[src/rtl/simple_spi_pkg.sv]
// Shared definitions for the SPI mode-0 initiator and any responder-side blocks.
// Holds FSM state encodings, the default transfer width and the mode constants.
package simple_spi_pkg;

  typedef enum logic [1:0] {
    IDLE     = 2'd0,
    SHIFT_LO = 2'd1,
    SHIFT_HI = 2'd2,
    FINISH   = 2'd3
  } state_e;

  localparam int DEFAULT_WIDTH = 8;

  // Mode 0: SCK idles low, data sampled on the rising edge, changed on the falling edge.
  localparam logic [1:0] SPI_MODE = 2'd0;
  localparam logic       SPI_CPOL = SPI_MODE[1];
  localparam logic       SPI_CPHA = SPI_MODE[0];
  localparam logic       SCK_IDLE = SPI_CPOL;
  localparam logic       CS_IDLE  = 1'b1;

  // SCK half-periods from start acceptance to the done pulse.
  function automatic int frame_half_periods(input int width);
    return 2 * width + 1;
  endfunction

endpackage

[src/rtl/simple_spi_master_if.sv]
// Control handshake and SPI pin bundle between internal logic and the SPI initiator.
// master is the initiator's view; slave is the view of whoever drives it.
interface simple_spi_master_if #(
  parameter int WIDTH = simple_spi_pkg::DEFAULT_WIDTH
);

  logic             start;
  logic [WIDTH-1:0] tx_data;
  logic             hold_cs;
  logic             cs_release;
  logic [WIDTH-1:0] rx_data;
  logic             busy;
  logic             done;
  logic             sck;
  logic             mosi;
  logic             miso;
  logic             cs_n;

  modport master (
    input  start, tx_data, hold_cs, cs_release, miso,
    output rx_data, busy, done, sck, mosi, cs_n
  );

  modport slave (
    output start, tx_data, hold_cs, cs_release, miso,
    input  rx_data, busy, done, sck, mosi, cs_n
  );

endinterface

[src/rtl/spi_clk_div.sv]
// Half-period tick generator: tick is high in the last of every CLK_DIV enabled cycles.
// The count is held at zero whenever en is low so each frame starts on a fresh half-period.
module spi_clk_div #(
  parameter int CLK_DIV = 4
) (
  input  logic clk,
  input  logic rst_n,
  input  logic en,
  output logic tick
);

  localparam int             CW   = $clog2(CLK_DIV + 1);
  localparam logic [CW-1:0]  TERM = CW'(CLK_DIV - 1);

  logic [CW-1:0] cnt_q;
  logic [CW-1:0] cnt_d;

  // Next divider count: clear when disabled or at terminal, otherwise count up.
  always_comb begin
    cnt_d = cnt_q;
    if (!en) begin
      cnt_d = '0;
    end else if (cnt_q == TERM) begin
      cnt_d = '0;
    end else begin
      cnt_d = cnt_q + CW'(1);
    end
  end

  // Divider count register.
  always_ff @(posedge clk or negedge rst_n) begin
    if (!rst_n) begin
      cnt_q <= '0;
    end else begin
      cnt_q <= cnt_d;
    end
  end

  assign tick = en && (cnt_q == TERM);

endmodule

[src/rtl/simple_spi_master.sv]
// SPI mode-0 initiator: shifts WIDTH bits MSB first on MOSI while capturing MISO,
// with optional CS_N hold between frames for multi-byte transactions.
module simple_spi_master
  import simple_spi_pkg::*;
#(
  parameter int CLK_DIV = 4,
  parameter int WIDTH   = DEFAULT_WIDTH
) (
  input logic                 clk,
  input logic                 rst_n,
  simple_spi_master_if.master bus
);

  localparam int            BW       = $clog2(WIDTH + 1);
  localparam logic [BW-1:0] LAST_BIT = BW'(WIDTH);

  state_e           state_q, state_d;
  logic [WIDTH-1:0] sreg_q, sreg_d;
  logic [WIDTH-1:0] rx_q, rx_d;
  logic [BW-1:0]    bit_q, bit_d;
  logic             hold_q, hold_d;
  logic             busy_q, busy_d;
  logic             done_q, done_d;
  logic             sck_q, sck_d;
  logic             mosi_q, mosi_d;
  logic             cs_n_q, cs_n_d;
  logic             div_en_s;
  logic             tick_s;

  assign div_en_s = (state_q != IDLE);

  spi_clk_div #(
    .CLK_DIV (CLK_DIV)
  ) u_clk_div (
    .clk   (clk),
    .rst_n (rst_n),
    .en    (div_en_s),
    .tick  (tick_s)
  );

  // Next-state and next-output logic for the transfer FSM.
  always_comb begin
    state_d = state_q;
    sreg_d  = sreg_q;
    rx_d    = rx_q;
    bit_d   = bit_q;
    hold_d  = hold_q;
    busy_d  = busy_q;
    done_d  = 1'b0;
    sck_d   = sck_q;
    mosi_d  = mosi_q;
    cs_n_d  = cs_n_q;
    case (state_q)
      IDLE: begin
        if (bus.start) begin
          state_d = SHIFT_LO;
          sreg_d  = bus.tx_data;
          hold_d  = bus.hold_cs;
          bit_d   = '0;
          busy_d  = 1'b1;
          cs_n_d  = 1'b0;
          mosi_d  = bus.tx_data[WIDTH-1];
        end else if (bus.cs_release) begin
          cs_n_d = CS_IDLE;
        end else begin
          cs_n_d = cs_n_q;
        end
      end
      SHIFT_LO: begin
        if (tick_s) begin
          state_d = SHIFT_HI;
          sck_d   = 1'b1;
          sreg_d  = {sreg_q[WIDTH-2:0], bus.miso};
          bit_d   = bit_q + BW'(1);
        end else begin
          state_d = SHIFT_LO;
        end
      end
      SHIFT_HI: begin
        if (tick_s) begin
          sck_d = SCK_IDLE;
          if (bit_q == LAST_BIT) begin
            state_d = FINISH;
          end else begin
            // The register has already shifted on the rising edge, so its MSB is the next bit.
            state_d = SHIFT_LO;
            mosi_d  = sreg_q[WIDTH-1];
          end
        end else begin
          state_d = SHIFT_HI;
        end
      end
      FINISH: begin
        if (tick_s) begin
          state_d = IDLE;
          rx_d    = sreg_q;
          done_d  = 1'b1;
          busy_d  = 1'b0;
          mosi_d  = 1'b0;
          cs_n_d  = ~hold_q;
        end else begin
          state_d = FINISH;
        end
      end
      default: begin
        state_d = IDLE;
        busy_d  = 1'b0;
        sck_d   = SCK_IDLE;
        mosi_d  = 1'b0;
        cs_n_d  = CS_IDLE;
      end
    endcase
  end

  // FSM state, datapath and registered pin outputs.
  always_ff @(posedge clk or negedge rst_n) begin
    if (!rst_n) begin
      state_q <= IDLE;
      sreg_q  <= '0;
      rx_q    <= '0;
      bit_q   <= '0;
      hold_q  <= 1'b0;
      busy_q  <= 1'b0;
      done_q  <= 1'b0;
      sck_q   <= SCK_IDLE;
      mosi_q  <= 1'b0;
      cs_n_q  <= CS_IDLE;
    end else begin
      state_q <= state_d;
      sreg_q  <= sreg_d;
      rx_q    <= rx_d;
      bit_q   <= bit_d;
      hold_q  <= hold_d;
      busy_q  <= busy_d;
      done_q  <= done_d;
      sck_q   <= sck_d;
      mosi_q  <= mosi_d;
      cs_n_q  <= cs_n_d;
    end
  end

  assign bus.rx_data = rx_q;
  assign bus.busy    = busy_q;
  assign bus.done    = done_q;
  assign bus.sck     = sck_q;
  assign bus.mosi    = mosi_q;
  assign bus.cs_n    = cs_n_q;

endmodule

[src/flat_wrapper.sv]
// flat-port wrapper written by rule: the top's interface ports become plain ports
module simple_spi_master_flat import simple_spi_pkg::*;
#(
  parameter int CLK_DIV = 4,
  parameter int WIDTH   = DEFAULT_WIDTH
)
  (clk, rst_n, bus_start, bus_tx_data, bus_hold_cs, bus_cs_release, bus_miso, bus_rx_data, bus_busy, bus_done, bus_sck, bus_mosi, bus_cs_n);
  simple_spi_master_if #(.WIDTH(WIDTH)) bus_i ();
  input logic clk;
  input logic rst_n;
  input wire logic [$bits(bus_i.start)-1:0] bus_start;
  input wire logic [$bits(bus_i.tx_data)-1:0] bus_tx_data;
  input wire logic [$bits(bus_i.hold_cs)-1:0] bus_hold_cs;
  input wire logic [$bits(bus_i.cs_release)-1:0] bus_cs_release;
  input wire logic [$bits(bus_i.miso)-1:0] bus_miso;
  output wire logic [$bits(bus_i.rx_data)-1:0] bus_rx_data;
  output wire logic [$bits(bus_i.busy)-1:0] bus_busy;
  output wire logic [$bits(bus_i.done)-1:0] bus_done;
  output wire logic [$bits(bus_i.sck)-1:0] bus_sck;
  output wire logic [$bits(bus_i.mosi)-1:0] bus_mosi;
  output wire logic [$bits(bus_i.cs_n)-1:0] bus_cs_n;
  assign bus_i.start = bus_start;
  assign bus_i.tx_data = bus_tx_data;
  assign bus_i.hold_cs = bus_hold_cs;
  assign bus_i.cs_release = bus_cs_release;
  assign bus_i.miso = bus_miso;
  assign bus_rx_data = bus_i.rx_data;
  assign bus_busy = bus_i.busy;
  assign bus_done = bus_i.done;
  assign bus_sck = bus_i.sck;
  assign bus_mosi = bus_i.mosi;
  assign bus_cs_n = bus_i.cs_n;
  simple_spi_master #(.CLK_DIV(CLK_DIV), .WIDTH(WIDTH)) u_core (.clk(clk), .rst_n(rst_n), .bus(bus_i));
endmodule
[config.mk]
export PLATFORM = sky130hd
export DESIGN_NAME = simple_spi_master_flat
export DESIGN_NICKNAME = d
export VERILOG_FILES = /design/src/rtl/simple_spi_pkg.sv /design/src/rtl/simple_spi_master_if.sv /design/src/rtl/spi_clk_div.sv /design/src/rtl/simple_spi_master.sv /design/src/flat_wrapper.sv
export SDC_FILE = /design/constraint.sdc
export NUM_CORES = 1
export LEC_CHECK = 0
export CAP_MARGIN = 20
export CORE_MARGIN = 3
export CORE_UTILIZATION = 45
export CTS_BUF_LIST = sky130_fd_sc_hd__clkbuf_2 sky130_fd_sc_hd__clkbuf_4 sky130_fd_sc_hd__clkbuf_8
export CTS_CLUSTER_SIZE = 28
export DETAILED_ROUTE_END_ITERATION = 12
export DONT_BUFFER_PORTS = 1
export GPL_TIMING_DRIVEN = 0
export PLACE_DENSITY = 0.68
export RECOVER_POWER = 100
export SETUP_SLACK_MARGIN = 0.4
export SYNTH_ARGS = -nofsm -noshare
export SYNTH_HDL_FRONTEND = slang
export SYNTH_SLANG_ARGS = --single-unit
[constraint.sdc]
create_clock -name clk -period 2.6 [get_ports clk]
set_input_delay 0.39 -clock clk [delete_from_list [all_inputs] [get_ports clk]]
set_output_delay 0.39 -clock clk [all_outputs]
set_load 0.02 [all_outputs]
==> qor.csv <==
stage,metric,value,unit
timing,setup-violations-final,0,
grt,grt_pass1_vias,919,
timing,timing_max_transition_violations_final,0,
detailed_routing,drc,0,
synthesis,average_cell_area_after_synthesis,13.25,µm²
detailed_routing,vias_per_cell,5.193,
setup_path,timing.critical_path.fanout_max,10,
synthesis,postSynthNetCount,129,
synthesis,ys_warn_count,0,
setup_path,startpoint_type,register,
synthesis,yosys_most_used_dff,sky130_fd_sc_hd__dfrtp_1,
floorplan,io_pins,27,
setup_path,cp_slowest_cell,sky130_fd_sc_hd__nor3b_1,
placed_design,post-place-cells,156,
power_and_ir_drop,leakagePower,0.6662,nW
synthesis,synth-edff-count,0,
synthesis,top_count_cell_post_synth,sky130_fd_sc_hd__dfrtp_1,
setup_path,worstPathCellList,"clkbuf_1, nor3b_1, o22ai_1, mux2_2",
synthesis,synth.largest_area_cell,sky130_fd_sc_hd__dfrtp_1,
synthesis,yosysTopAreaCellShare,0.5059,
setup_path,crit_arrival,2120,ps
grt,number_of_antenna_violations_at_the_first_check_in_global_routing,0,
placed_design,post-dp-hpwl,1719,µm
clock_network,post-cts-setup-buffers,0,
timing,timing.fmax,0.5249,GHz
timing,period_minus_slack,1905,ps
clock_network,postCtsHoldBufs,2,
grt,grtUsageTotal,0.1449,
synthesis,yosysUniqueCellTypes,33,
timing,setup_total_negative_slack,0,ps
grt,grt_first_pass_wirelength,4347,µm
power_and_ir_drop,sw_frac_of_total,0.3770,
synthesis,ys_seq_elements,31,
clock_network,insertion_delay,340,ps
power_and_ir_drop,ir_drop,0.5094,mV
clock_network,cts_max_level,2,
cells_and_area,antenna-diode-count,0,
clock_network,clock_tree.buffer_depth,2,
timing,final.period_utilization,0.7328,
grt,grt_max_degree,32,
timing,worst-slew-pin-transition,680.4,ps
detailed_routing,drt_first_iter_violations,8,
synthesis,ys_async_sr_fraction,1.000,
synthesis,syn-instance-count,112,
floorplan,die_x,63.43,µm
floorplan,initial_core_util,0.4782,
power_and_ir_drop,power.combinational.fraction,0.354,
setup_path,required,2820,ps
clock_network,clock-sinks,31,
clock_network,cts_inserted_buffers,5,
detailed_routing,wire_per_inst,15.09,µm
clock_network,post_cts.resized_instances,0,
outcome,run_status,"complete, no violations",
floorplan,die_height,63.43,µm
power_and_ir_drop,report.power.total,1.918,mW
cells_and_area,final_layout_size_suffix_gt1_frac,0.3197,
timing,finalHoldViolCount,0,
job,max_cap_viol_count,0,
power_and_ir_drop,share_clk_of_total_power,0.147,
timing,fin_worst_skew,12.14,ps
floorplan,floorplan.die_area,4023,µm²
detailed_routing,postRouteWirelength,2505,µm
power_and_ir_drop,internal_power,1.195,mW
cells_and_area,area.growth.synth_to_final,7.082,%
clock_network,cts.clk_slew.worst_paths,90,ps
synthesis,synth.area.top_cells,"sky130_fd_sc_hd__dfrtp_1 (51%), sky130_fd_sc_hd__mux2_2 (20%), sky130_fd_sc_hd__ha_1 (2.5%)",
setup_path,worstSetupEndpointType,register,
detailed_routing,drt_first_pass_iters,3,
timing,hold-worst-slack,203.4,ps
floorplan,rows,20,
timing,max-slew-margin-rel,0.5454,
placed_design,io_buffers,0,
setup_path,slowest_delay,630,ps
synthesis,mappedNetlistArea,1484,µm²
cells_and_area,final_net_count,138,
clock_network,tritoncts,built,
power_and_ir_drop,net-switching-power,0.7230,mW
clock_network,ctsRootBufferMaster,sky130_fd_sc_hd__clkbuf_4,
placed_design,gp_congestion,0.6958,
timing,rsz0062_at_grt,no,
worst_hold_path,hold_path.class,input port to register,
power_and_ir_drop,pwr_density_cell,1207,nW/µm²
synthesis,synth.top_cells.by_count,"sky130_fd_sc_hd__dfrtp_1 (30), sky130_fd_sc_hd__mux2_2 (27), sky130_fd_sc_hd__inv_1 (5)",
detailed_routing,drt.antenna.violating_nets,0,
setup_path,cp_top_delay_family,simple AND/OR/NAND/NOR gates,
setup_path,worstSetupPathType,register to register,
detailed_routing,num_vias,862,
grt,grt_overflow,0,
cells_and_area,fill_cells,283,
power_and_ir_drop,p_seq_frac,0.499,
setup_path,worstPathBufferInverterCount,1,
synthesis,synth_sequential_area_ratio,0.5236,
floorplan,coreArea,3103,µm²
cells_and_area,finish.cell_count_without_fillers,166,
[metal layers]
layer  part of all wire  track usage
met5                  0            0
met4              0.017      0.05930
met3              0.055      0.07487
met2               0.49       0.2295
met1               0.44       0.1638
[power groups by stage]
stage	Clock [mW]	Sequential [mW]	Combinational (mW)
after floorplan	0	0.931	0.611
after global placement	0	0.966	0.688
after detailed placement	0	0.976	0.710
after CTS	0.294	0.966	0.726
after global routing	0.325	0.988	0.759
final	0.282	0.957	0.679
[stage by stage]
step	setup WS (ps)	instance area (µm²)	util
after global routing	525.2	1589	0.5121
after detailed placement	923.3	1539	0.4960
after floorplan	1106	1484	-
after CTS	917.1	1627	0.5242
final	694.8	1589	0.5121
after global placement	961.7	1539	0.4960
[placed cells by master, fill, tap and decap left out]
master	synthesis	final
sky130_fd_sc_hd__clkinv_2	0	1
sky130_fd_sc_hd__nand2b_1	2	2
sky130_fd_sc_hd__a21oi_4	1	1
sky130_fd_sc_hd__mux2_2	27	27
sky130_fd_sc_hd__o21ai_0	4	4
sky130_fd_sc_hd__nand3_1	2	2
sky130_fd_sc_hd__inv_1	5	5
sky130_fd_sc_hd__a21o_1	1	1
sky130_fd_sc_hd__clkbuf_1	0	4
sky130_fd_sc_hd__o211ai_1	1	1
sky130_fd_sc_hd__nand3b_1	1	2
sky130_fd_sc_hd__buf_12	0	1
sky130_fd_sc_hd__o21bai_1	1	1
sky130_fd_sc_hd__dfstp_1	0	1
sky130_fd_sc_hd__or3_1	2	2
sky130_fd_sc_hd__a22o_1	1	1
sky130_fd_sc_hd__nand2_1	3	3
sky130_fd_sc_hd__dlygate4sd3_1	0	1
sky130_fd_sc_hd__a21oi_1	3	3
sky130_fd_sc_hd__nand4bb_4	1	1
sky130_fd_sc_hd__nor2b_1	3	3
sky130_fd_sc_hd__and3b_1	1	1
sky130_fd_sc_hd__nand4b_1	2	2
sky130_fd_sc_hd__buf_2	3	1
sky130_fd_sc_hd__nor3b_1	1	2
sky130_fd_sc_hd__mux2i_1	2	2
sky130_fd_sc_hd__o21a_1	1	1
sky130_fd_sc_hd__clkinvlp_4	0	1
sky130_fd_sc_hd__o31ai_1	1	1
sky130_fd_sc_hd__clkbuf_4	0	6
sky130_fd_sc_hd__nor2_1	3	3
sky130_fd_sc_hd__o22ai_1	1	1
sky130_fd_sc_hd__ha_1	3	3
sky130_fd_sc_hd__dfrtp_1	30	30
sky130_fd_sc_hd__nor3_1	1	1
[layout make-up]
| type | count | area (µm²) | area share |
|---|---|---|---|
| flip-flops and latches | 31 | 777.0 | 0.4890 |
| multi-input cells | 71 | 630.6 | 0.3969 |
| well taps | 44 | 55.05 | 0.03465 |
| clock buffers | 6 | 45.04 | 0.02835 |
| repair buffers | 2 | 30.03 | 0.01890 |
| plain buffers | 5 | 20.02 | 0.01260 |
| inverters | 5 | 18.77 | 0.01181 |
| clock inverters | 2 | 12.51 | 0.007874 |
[registers in the layout, indices dropped and copies added, names as in the netlist]
| signal | flops |
|---|---|
| u_core.bus.busy | 1 |
| u_core.hold_q | 1 |
| u_core.bus.cs_n | 1 |
| u_core.bus.rx_data | 8 |
| u_core.u_clk_div.cnt_q | 3 |
| u_core.state_q | 2 |
| u_core.bit_q | 4 |
| u_core.bus.mosi | 1 |
| u_core.sreg_q | 8 |
| u_core.bus.sck | 1 |
| u_core.bus.done | 1 |
[kinds of logic after synthesis]
kind of cell    after synthesis  share of synthesized area
mux                          29                     0.2184
buf+inv                      10                    0.03541
flops                        31                     0.5236
compound gates               15                    0.07000
fa+ha+maj                     3                    0.02530
simple gates                 24                     0.1273
[worst paths after layout]
path                                                start                        end  slack [ps]  cells after the start
worst min-delay path                          bus_hold_cs              u_core.hold_q         200                      1
worst max register to register          u_core.state_q[0]            u_core.bus.mosi         690                      4
max in group asynchronous                           rst_n            u_core.bus.cs_n        1870                      2
worst min register to register  u_core.u_clk_div.cnt_q[0]  u_core.u_clk_div.cnt_q[0]         460                      1
worst max-delay path                    u_core.state_q[0]            u_core.bus.mosi         690                      4
min in group asynchronous                           rst_n      u_core.bus.rx_data[0]         480                      2
Power figures use the tool's default switching activity.
